===== src/rtl/uart_tx_ctrl.sv =====
// -----------------------------------------------------------------------------
// uart_tx_ctrl
//
// UART transmit controller. It serialises one DBIT-wide word per frame: a start
// bit (low), DBIT data bits LSB first, then a stop interval (high). An external
// baud generator supplies the timing through a one-clock oversample strobe,
// s_tick. Each start or data bit lasts OS strobes and the stop interval lasts
// SB_TICK strobes, so 1, 1.5 or 2 stop bits come from SB_TICK = OS, 1.5*OS or
// 2*OS.
//
// Parameters
//   DBIT     data bits per frame (5..8)
//   OS       s_tick periods per start/data bit
//   SB_TICK  s_tick periods in the stop interval
//
// Ports
//   clk           in   system clock, all state changes on the rising edge
//   reset         in   asynchronous, active-high; aborts any frame in flight
//   s_tick        in   oversample strobe, the only thing that paces a frame
//   tx_start      in   request to send din; acted on only while idle
//   din[DBIT]     in   parallel word, captured on the edge that accepts it
//   tx_busy       out  high while a frame is in progress (decode of state)
//   tx_done_tick  out  one-clock pulse in the first idle cycle after a frame
//   tx            out  serial line, idle high, driven straight from a flop
// -----------------------------------------------------------------------------
module uart_tx_ctrl #(
  parameter int DBIT    = 8,
  parameter int OS      = 16,
  parameter int SB_TICK = 16
) (
  input  logic            clk,
  input  logic            reset,
  input  logic            s_tick,
  input  logic            tx_start,
  input  logic [DBIT-1:0] din,
  output logic            tx_busy,
  output logic            tx_done_tick,
  output logic            tx
);

  // The tick counter is shared by the bit intervals and the stop interval,
  // so it must be wide enough for whichever of the two is longer.
  localparam int S_MAX = (OS > SB_TICK) ? OS : SB_TICK;
  localparam int SW    = (S_MAX > 1) ? $clog2(S_MAX) : 1;
  localparam int NW    = (DBIT > 1) ? $clog2(DBIT) : 1;

  // Terminal counts, sized to their counters so every comparison is
  // width-matched.
  localparam logic [SW-1:0] S_BIT_LAST  = SW'(OS - 1);
  localparam logic [SW-1:0] S_STOP_LAST = SW'(SB_TICK - 1);
  localparam logic [NW-1:0] N_LAST      = NW'(DBIT - 1);

  typedef enum logic [1:0] {
    IDLE  = 2'b00,
    START = 2'b01,
    DATA  = 2'b10,
    STOP  = 2'b11
  } state_t;

  state_t          state_reg;
  logic [SW-1:0]   s_reg;     // s_tick count inside the current interval
  logic [NW-1:0]   n_reg;     // index of the data bit on the line
  logic [DBIT-1:0] b_reg;     // remaining data bits, next one at bit 0
  logic            tx_reg;
  logic            done_reg;

  // Shift register contents after one right shift. Bit 0 of this vector is
  // the value the line takes when a data bit ends, so tx can be loaded on the
  // same edge as b and never lags the data by a cycle.
  logic [DBIT-1:0] b_shift;

  genvar gi;
  generate
    for (gi = 0; gi < DBIT; gi++) begin : g_shift
      if (gi == DBIT - 1) begin : g_msb
        assign b_shift[gi] = 1'b0;
      end else begin : g_body
        assign b_shift[gi] = b_reg[gi + 1];
      end
    end
  endgenerate

  // ---------------------------------------------------------------------------
  // Frame sequencer. tx and tx_done_tick are registered here, so the line
  // changes on the same edge as the state that owns it and no decode glitch
  // can reach the pin.
  // ---------------------------------------------------------------------------
  always_ff @(posedge clk or posedge reset) begin
    if (reset) begin
      state_reg <= IDLE;
      s_reg     <= '0;
      n_reg     <= '0;
      b_reg     <= '0;
      tx_reg    <= 1'b1;
      done_reg  <= 1'b0;
    end else begin
      // The done strobe is asserted only on the STOP -> IDLE edge, which
      // makes it exactly one cycle wide.
      done_reg <= 1'b0;

      case (state_reg)
        IDLE: begin
          tx_reg <= 1'b1;
          // s_tick plays no part here: the start bit goes out on the very
          // edge that accepts the request. The request is also honoured in
          // the cycle that carries tx_done_tick, so frames can run back to
          // back without an idle gap.
          if (tx_start) begin
            state_reg <= START;
            b_reg     <= din;
            s_reg     <= '0;
            tx_reg    <= 1'b0;
          end
        end

        START: begin
          if (s_tick) begin
            // >= rather than == so a corrupted count still finishes the
            // interval instead of wrapping through the whole range.
            if (s_reg >= S_BIT_LAST) begin
              s_reg     <= '0;
              n_reg     <= '0;
              state_reg <= DATA;
              tx_reg    <= b_reg[0];
            end else begin
              s_reg <= s_reg + SW'(1);
            end
          end
        end

        DATA: begin
          if (s_tick) begin
            if (s_reg >= S_BIT_LAST) begin
              s_reg <= '0;
              b_reg <= b_shift;
              if (n_reg >= N_LAST) begin
                state_reg <= STOP;
                tx_reg    <= 1'b1;
              end else begin
                n_reg  <= n_reg + NW'(1);
                tx_reg <= b_shift[0];
              end
            end else begin
              s_reg <= s_reg + SW'(1);
            end
          end
        end

        STOP: begin
          if (s_tick) begin
            if (s_reg >= S_STOP_LAST) begin
              // Clearing s here keeps the counter at zero while idle; the
              // next accepted request clears it again anyway.
              s_reg     <= '0;
              state_reg <= IDLE;
              done_reg  <= 1'b1;
            end else begin
              s_reg <= s_reg + SW'(1);
            end
          end
        end

        // Every 2-bit code is a named state today; this arm keeps the
        // recovery path if the encoding is ever widened.
        default: begin
          state_reg <= IDLE;
          s_reg     <= '0;
          n_reg     <= '0;
          tx_reg    <= 1'b1;
        end
      endcase
    end
  end

  // Busy is a pure decode of the state register, so it rises on the edge
  // that accepts tx_start and falls on the edge that re-enters IDLE.
  assign tx_busy      = (state_reg != IDLE);
  assign tx_done_tick = done_reg;
  assign tx           = tx_reg;

endmodule


===== config.mk =====
export PLATFORM = sky130hd
export DESIGN_NAME = uart_tx_ctrl
export DESIGN_NICKNAME = d
export VERILOG_FILES = /design/src/rtl/uart_tx_ctrl.sv
export SDC_FILE = /design/constraint.sdc
export NUM_CORES = 1
export LEC_CHECK = 0
export BUFFER_PORTS_ARGS = -buffer_cell sky130_fd_sc_hd__buf_2
export CORE_AREA = 10 10 58 60
export CTS_BUF_LIST = sky130_fd_sc_hd__clkbuf_8
export DETAILED_ROUTE_END_ITERATION = 10
export DIE_AREA = 0 0 68 70
export PLACE_DENSITY = 0.7
export SLEW_MARGIN = 20
export SYNTH_ARGS = -nofsm -noshare
export SYNTH_HDL_FRONTEND = slang
export SYNTH_SLANG_ARGS = --single-unit

===== constraint.sdc =====
create_clock -name clk -period 1.9 [get_ports clk]
set_input_delay 0.38 -clock clk [delete_from_list [all_inputs] [get_ports clk]]
set_output_delay 0.38 -clock clk [all_outputs]
set_load 0.03 [all_outputs]

== Word-level counts from Yosys, hierarchy flattened ==
Index checks and enable logic that the tools add are counted.

* Add/sub/neg operators: 2
* Magnitude comparators: 2
* Equal/unequal tests: 13
* Muxes and demuxes: 33
* Reductions and logical operators: 11

{| class="wikitable"
|+ Operators with widths
! cell !! count
|-
| two-way mux 8 bit || 3
|-
| != test 2 bit (second input constant) || 9
|-
| two-way mux 2 bit || 8
|-
| one-hot mux 8 bit (2 select lines) || 1
|-
| two-way mux 3 bit || 5
|-
| two-way mux 4 bit || 3
|-
| two-way mux 1 bit || 9
|-
| one-hot mux 2 bit (4 select lines) || 1
|-
| one-hot mux 4 bit (2 select lines) || 1
|-
| AND reduction 8 bit || 1
|-
| one-hot mux 3 bit (2 select lines) || 1
|-
| AND reduction 6 bit || 1
|-
| nonzero test 2 bit || 3
|-
| AND reduction 5 bit || 1
|-
| adder 4 x 1 -> 4 bit (second input constant) || 1
|-
| == test 2 bit (second input constant) || 2
|-
| >= comparator 4 bit (second input constant) || 1
|-
| AND reduction 4 bit || 1
|-
| adder 3 x 1 -> 3 bit (second input constant) || 1
|-
| >= comparator 3 bit (second input constant) || 1
|-
| one-hot mux 1 bit (3 select lines) || 1
|-
| nonzero test 3 bit || 1
|-
| OR reduction 3 bit || 1
|-
| == test 2 x 1 -> 1 bit (second input constant) || 1
|-
| other kinds (3) || 3
|}

* Register bits after elaboration: 19
* Input port bits: 12
* Output and inout port bits: 3
* Word-level logic and storage cells: 67

== Logic depth before layout (Yosys ltp) ==
Gate-level depths: netlist of the first run.

* Depth after elaboration: 5
* Mapped depth: 7
* Gate-level depth less buffers: 6

== Worst setup path before layout of the first run ==
OpenSTA, ideal clock, no wires.

* Path type: register -> register
* Start: register state_reg[0]
* End: register state_reg[1]
* Data arrival time: 1.531 ns
* Setup slack: 0.243 ns
* Stages on the path, launching flop included: 7
* Cell sequence: dfrtp_1 inv_1 ha_1 nor3_1 o21ai_4 a21oi_2 mux2_4

* Cells in the longest elaborated chain, start to end: 3

{| class="wikitable"
|+ Ends and longest elaborated chain
! item !! RTL line !! text
|-
| start, declared || 60 || <nowiki>state_t state_reg;</nowiki>
|-
| start signal, assigned || 90 || <nowiki>state_reg <= IDLE;</nowiki>
|-
| start signal, assigned || 109 || <nowiki>state_reg <= START;</nowiki>
|-
| start signal, assigned || 123 || <nowiki>state_reg <= DATA;</nowiki>
|-
| == test 2 bit (tied with other cells) || 101 || <nowiki>case (state_reg)</nowiki>
|-
| != test 2 bit (no source line) || -- ||
|-
| AND reduction 8 bit (no source line) || -- ||
|}

Parallel ways exist; a longest one is shown, timed or not.
A chain may end at the register's enable or synchronous reset.

== Worst setup path after layout of the first run ==
* Start: register state_reg[0]
* End: register b_reg[3]

* Cells in the longest elaborated chain, start to end: 3

{| class="wikitable"
|+ Ends and longest elaborated chain
! item !! RTL line !! text
|-
| == test 2 bit or logical NOT 2 bit (tied branches) || 101 ||
|-
| != test 2 bit (no source line) or nonzero test 2 bit (tied branches) || -- ||
|-
| AND reduction 4 bit (no source line) || -- ||
|-
| end signal, assigned || 110 || <nowiki>b_reg <= din;</nowiki>
|-
| end signal, assigned || 135 || <nowiki>b_reg <= b_shift;</nowiki>
|-
| end, declared || 63 || <nowiki>logic [DBIT-1:0] b_reg;</nowiki>
|}

Parallel ways exist; a longest one is shown, timed or not.

==> metrics.md, run 1 <==
| Metric | Value |
|---|---|
| Result of the run | completed |
| Minimum setup slack in the final design | 0.1558 ns |
| Share of the clock period used by the worst path | 91.80% |
| Max-cap violation count | 0 |
| RSZ-0062 raised after global routing | no |
| Origin of the critical flop-to-flop path | state_reg[0] |
| Area of the multi-input gates | 570.5 um2 |
| Starting utilization of the core area | 47.12% |
| # fillers | between 200 and 250 |
| TritonCTS buffer count | 3 |
| Synthesis-stage register bit count | 19 |
| Cell depth of the worst setup path | 6 |
| Die outline width | 68 um |
| Overflow left after global routing | 0 |
| Crit path capture | b_reg[3] |
| Measured slew at the worst slew-check pin | 0.3985 ns |
| Setup violators final | 0 |
| Max reg flops | 8 |
| Cell type of the slowest stage on the worst timing path | mux2_2 |
| Initial antenna violation count | 0 |
| FF+latch area | 476.7 um2 |
| RD Place Congestion | a little under 0.8 |
| Buffers from clock root to sink, at most | 2 |
| Pwr/cell area | 1551 nW/um2 |
| Series of cell instances along the critical path | inv_1, ha_1, mux2_2, nand2_1, o22ai_1, a21oi_1 |
| Adder and majority cell fraction of the synthesized area | 9.070% |
| Number of placement rows | 18 |
| Per-cell routed wire length | about 15 um |
| Syn_area_per_cell | between 9 and 10 um2 |
| Worst setup slack before clock tree synthesis | about 0.14 ns |
| Top cell type by total area after synthesis | dfrtp_1 |
| Number of nets with antenna violations after routing | 0 |
| Pin count of the biggest net entering global routing | 20 |
| Max transition margin | around three quarters |
| Global-route wire length before repair | 4.043 mm |
| Delay of the slowest cell on the worst path | 0.43 ns |
| First element of the critical path | state_reg[0] |
| CP required | 2.08 ns |
| Area growth from synthesis to final layout | 14.63% |
| Largest driver fanout on the critical path | 8 |
| Clock period minus worst slack | 1.744 ns |
| Setup CP Type | reg -> reg |
| Clk Tree Root Cell | clkbuf_8 |
| Kind of capture point of the worst setup path | register |
| Number of global-route vias before repair | 910 |
| Clock edge transition at the registers on the reported setup and hold paths | 0.07 ns |
| H-tree level count | 1 |
| Number of buffers and inverters on the critical path | 1 |
| Sum of net half-perimeters after detailed placement | 1.772 mm |
| Share of cells above drive strength 1 | 25.38% |
| Depth of the most critical reg-to-reg path | 6 |
| Number of nets in the layout | 151 |
| IO buf count | 14 |
| Setup Fix Bufs, Post-CTS | 0 |
| HP Class | in -> async |
| Most frequent cells in the layout | 18 x dfrtp_1, 14 x buf_2, 12 x o22ai_1 |
| Post-Route WL | 2.331 mm |
| Arrival time of data at the critical path endpoint | 1.93 ns |
| DR vias | 901 |
| Leading post-synthesis cells by cell area | dfrtp_1 41%, ha_1 9.1%, o22ai_1 6.8% |
| Proportion of netlist area held by the largest area contributor | between 40% and 50% |
| Number of endpoints with negative hold slack in the final report | 0 |
| Cell area after synthesis | 1104 um2 |
| Post-route DRC violation count | 0 |
| Cts hold-fix bufs | 0 |
| Main combinational cell family by area after synthesis | compound AO/OA/AOI/OAI gates |
| Clock tree from TritonCTS | yes |
| Area fraction in compound gates after synthesis | 28.68% |
| Setup TNS | 0 ns |
| Synth unique cells | 32 |
| Reg-to-reg setup timing slack | between 0.15 and 0.2 ns |
| Leakage power total | 0.5617 nW |
| Layout Skew | roughly 0.0037 ns |
| Die area | 4760 um2 |
| Most frequent standard cell in the layout excluding fill and tap cells | dfrtp_1 |
| Simple-gate share of the synthesized area | 10.32% |
| IO Pins | 15 |
| Synth warn | 0 |
| Worst reg2reg endpoint | b_reg[3] |
| Area of the core | 2342 um2 |
| Gr usage total | 10.60% |
| XOR/XNOR share of the synthesized area | 0% |
| Clock latency reported for the late side of the worst-skew pair | 0.26 ns |
| Synthesized netlist net count | 131 |
| Worst supply voltage drop on vdd | 1.002 mV |
| Vias/cell | 5.631 |
| TritonRoute pass-1 iters | 6 |
| Total power after layout | 0.001962 W |
| Antenna Diode Count | 0 |
| Multiplexer share of the synthesized area | around 3.3% |
| Register area share after synthesis | 43.20% |
| Starting DRT DRC Count | 36 |
| Sort of element at the start of the critical path | register |
| Top achievable clock speed | 573.3 MHz |
| Clk sinks | 19 |
| Cell family with the largest share of critical-path delay | multiplexers |
| Max-slew violation total from the final report | 0 |
| Post-Syn Instances | 111 |
| Die Span Y | 70 um |
==> routing by layer <==
metal  up-vias  global-route usage, %  wire [um]  part of all wire (%)
met2        18                  15.63       1128                    48
met4         0                  5.369         59                   2.5
met5         -                      0          0                     0
li1        451                      -          -                     -
met1       426                  13.18       1054                    45
met3         6                  3.509         88                   3.8
==> metrics by stage <==
step / hold WS (ns) / instance area, um2 / instances / util (%)
floorplan: 0.3304 / 1104 / 111 / -
global placement: 0.4144 / 1215 / 156 / 51.87
detailed placement: 0.4201 / 1215 / 156 / 51.87
CTS: 0.1406 / 1261 / 160 / 53.85
global route: 0.1496 / 1265 / 160 / 54.01
finish: 0.1301 / 1265 / 160 / 54.01
==> worst min-delay path by stage <==
stage	end	cells after the start
floorplan	b_reg[0]	1
CTS	s_reg[3]	3
finish	s_reg[3]	3
global placement	n_reg[0]	3
global route	s_reg[2]	3
detailed placement	s_reg[3]	3
==> cells in the mapped netlist <==
| master | number |
|---|---|
| dfrtp_1 | 18 |
| o22ai_1 | 12 |
| o21ai_0 | 11 |
| a21oi_1 | 8 |
| ha_1 | 8 |
| nand2_1 | 8 |
| inv_1 | 7 |
| nor2_1 | 4 |
| a22o_1 | 3 |
| a31oi_1 | 3 |
| a32o_1 | 3 |
| nor2b_1 | 3 |
| nor3_1 | 3 |
| buf_6 | 2 |
| a21boi_0 | 1 |
| a21oi_2 | 1 |
| a311oi_1 | 1 |
| a31oi_2 | 1 |
| and2_1 | 1 |
| and4_1 | 1 |
| buf_4 | 1 |
| clkbuf_1 | 1 |
| dfstp_2 | 1 |
| mux2_2 | 1 |
| mux2_4 | 1 |
| mux2i_1 | 1 |
| nand2_2 | 1 |
| nand3_1 | 1 |
| o21ai_4 | 1 |
| o31ai_1 | 1 |
| o32a_1 | 1 |
| or2b_2 | 1 |
==> worst register-to-register path, stage by stage, from the launching register on <==
cell,delay (ns)
dfrtp_1,0.42
inv_1,0.12
ha_1,0.23
mux2_2,0.43
nand2_1,0.20
o22ai_1,0.11
a21oi_1,0.16
==> logic make-up after synthesis <==
group	after synthesis
compound gates	47
simple gates	23
flops	19
buf+inv	11
fa+ha+maj	8
mux	3
==> repair_timing <==
action                     in CTS  in global routing
gates resized for setup         0                  2
setup endpoints to repair       0                  5
hold endpoints to repair        0                  0
==> cell type report <==
| cell class | instances | area share [%] |
|---|---|---|
| multi-input combinational | 81 | 45.10 |
| sequential | 19 | 37.69 |
| timing repair buffer | 19 | 8.506 |
| clock buffer | 3 | 3.264 |
| tap | 30 | 2.967 |
| inverter | 7 | 2.077 |
| clock inverter | 1 | 0.3956 |
==> where the power goes <==
part | total [W] | switching, W | leakage, nW | internal, W
logic | 0.000993 | 0.000535 | 0.300 | 0.000458
clock network | 0.000280 | 0.000134 | 0.0255 | 0.000146
registers | 0.000690 | 0.000123 | 0.236 | 0.000567
total | 0.00196 | 0.000792 | 0.562 | 0.00117
Power figures use the tool's default switching activity.
==> inputs of run 2 (changes only) <==
- SETUP_SLACK_MARGIN: not set -> 0.3
==> metrics.md, run 2 (same netlist as run 1, synthesis figures left out) <==
| Metric | Value |
|---|---|
| Top achievable clock speed | 619.6 MHz |
| Area of the core | 2342 um2 |
| Clock period minus worst slack | 1.614 ns |
| Area growth from synthesis to final layout | 33.11% |
| TritonCTS buffer count | 3 |
| Max-slew violation total from the final report | 0 |
| Most frequent standard cell in the layout excluding fill and tap cells | dfrtp_1 |
| Cell depth of the worst setup path | 5 |
| Met3 usage in global routing | 3.030% |
| Die area | between 4000 and 5000 um2 |
| Number of placement rows | 18 |
| DR vias | 996 |
| Pwr/cell area | 1582 nW/um2 |
| Result of the run | completed |
| Worst hold margin | 0.1340 ns |
| Number of buffers and inverters on the critical path | 0 |
| Crit path capture | state_reg[1] |
| Delay of the slowest cell on the worst path | 0.46 ns |
| Measured slew at the worst slew-check pin | 0.3171 ns |
| Worst setup slack before clock tree synthesis | around 0.064 ns |
| Clock latency reported for the late side of the worst-skew pair | roughly 0.25 ns |
| Setup violators final | 0 |
| Clock edge transition at the registers on the reported setup and hold paths | roughly 0.070 ns |
| Die Span Y | around 70 um |
| Global-route wire length before repair | 4.291 mm |
| Gr usage total | 11.47% |
| Worst supply voltage drop on vdd | 0.8611 mV |
| Post-Place Cells | 154 |
| Setup CP Type | reg -> reg |
| Initial antenna violation count | 0 |
| Share of the clock period used by the worst path | a little over four fifths |
| Depth of the most critical reg-to-reg path | 5 |
| Pin count of the biggest net entering global routing | 20 |
| Clk Tree Root Cell | clkbuf_8 |
| Post-route DRC violation count | 0 |
| Vias/cell | 5.893 |
| Die outline width | roughly 68 um |
| RD Place Congestion | 0.8140 |
| Minimum setup slack in the final design | between 0.2 and 0.3 ns |
| Origin of the critical flop-to-flop path | state_reg[0] |
| Reg-to-reg setup timing slack | 0.29 ns |
| Met1 track demand over resource | 11.57% |
| Max reg flops | 8 |
| CP required | 2.04 ns |
| HP Class | in -> async |
| Starting DRT DRC Count | between 40 and 50 |
| Largest driver fanout on the critical path | 4 |
| IO Pins | 15 |
| Sort of element at the start of the critical path | register |
| IO buf count | 14 |
| H-tree level count | 1 |
| Buffers from clock root to sink, at most | 2 |
| First element of the critical path | state_reg[0] |
| Post-Route WL | 2.757 mm |
| Max-cap violation count | 0 |
| Arrival time of data at the critical path endpoint | approximately 1.8 ns |
| Clock tree from TritonCTS | yes |
| Number of nets with antenna violations after routing | 0 |
| Cell family with the largest share of critical-path delay | flip-flops |
| Worst reg2reg endpoint | state_reg[1] |
| Series of cell instances along the critical path | ha_2, nor3_4, o21ai_4, a21oi_4, mux2_4 |
| Number of global-route vias before repair | 967 |
| Number of nets in the layout | 160 |
| Met2 demand-to-capacity share in global routing | 20.81% |
| Number of endpoints with negative hold slack in the final report | 0 |
| Peak-usage layer in the global routing report | met2 |
| Cts hold-fix bufs | 0 |
| Layout Skew | 0.004907 ns |
| Starting utilization of the core area | between 40% and 50% |
| Clk sinks | 19 |
| Per-cell routed wire length | 16.31 um |
| Overflow left after global routing | 0 |
| Post-Layout Cell Count | about 170 |
| TritonRoute pass-1 iters | 5 |
| Leakage power total | 0.6268 nW |
| Setup TNS | 0 ns |
| Max transition margin | between 70% and 80% |
| RSZ-0062 raised after global routing | yes |
| Most frequent cells in the layout | 16 x dfrtp_1, 13 x buf_2, 13 x buf_4 |
| Sum of net half-perimeters after detailed placement | roughly 1.9 mm |
| Cell type of the slowest stage on the worst timing path | dfrtp_2 |
| Share of cells above drive strength 1 | a little under two fifths |
| Antenna Diode Count | 0 |
| Kind of capture point of the worst setup path | register |
==> run 2: changes by cell type in the layout (fill, tap and decap cells not counted), sizes merged <==
| cell | previous run | this run |
|---|---|---|
| inv | 7 | 8 |
| clkinv | 1 | 0 |
| mux2 | 2 | 3 |
| buf | 19 | 27 |
==> run 2: tightest hold or removal path, delay by kind of cell <==
family / cells / cell delay [ns]
buffers and inverters: 3 / 0.38
==> run 2: final cells by class <==
type | count | area, um2
clock buffers | 3 | 41.29
multi-input cells | 82 | 704.4
inverters | 7 | 28.78
clock inverters | 1 | 3.754
flip-flops and latches | 19 | 479.2
repair buffers | 27 | 173.9
well taps | 30 | 37.54
fillers | 196 | 873.3
==> run 2: stage by stage <==
stage | util (%) | cell area (um2) | total power (W)
after floorplan | - | 1117 | 0.001469
after global placement | 51.82 | 1214 | 0.001651
after detailed placement | 51.82 | 1214 | 0.001688
after CTS | 57.96 | 1358 | 0.002118
after global routing | 62.71 | 1469 | 0.002489
final | 62.71 | 1469 | 0.002324
==> run 2: power breakdown <==
part           internal (W)  switching, W
Combinational      0.000666      0.000671
Sequential         0.000570      0.000147
Clock              0.000143      0.000127
Total               0.00138      0.000945
==> run 2: per-layer routing <==
metal / wire length (um) / part of all wire (%)
met5: 0 / 0
met4: 70 / 2.5
met1: 1071 / 39
met2: 1487 / 54
met3: 128 / 4.6
==> run 2: what timing repair did <==
action | CTS | global route
buffers inserted | 6 | 4
setup endpoints to repair | 15 | 12
hold endpoints to repair | 0 | 0
gates resized for setup | 17 | 14
pin swaps | 3 | 6
gates cloned | 0 | 1
==> run 2: worst min path at each step <==
stage	start	endpoint	slack (ns)	cells past startpoint
final	reset	n_reg[0]	0.13	3
after global routing	reset	n_reg[0]	0.15	3
after CTS	reset	s_reg[1]	0.15	3
after detailed placement	reset	s_reg[1]	0.42	3
after global placement	reset	n_reg[1]	0.41	3
after floorplan	reset	b_reg[0]	0.33	1
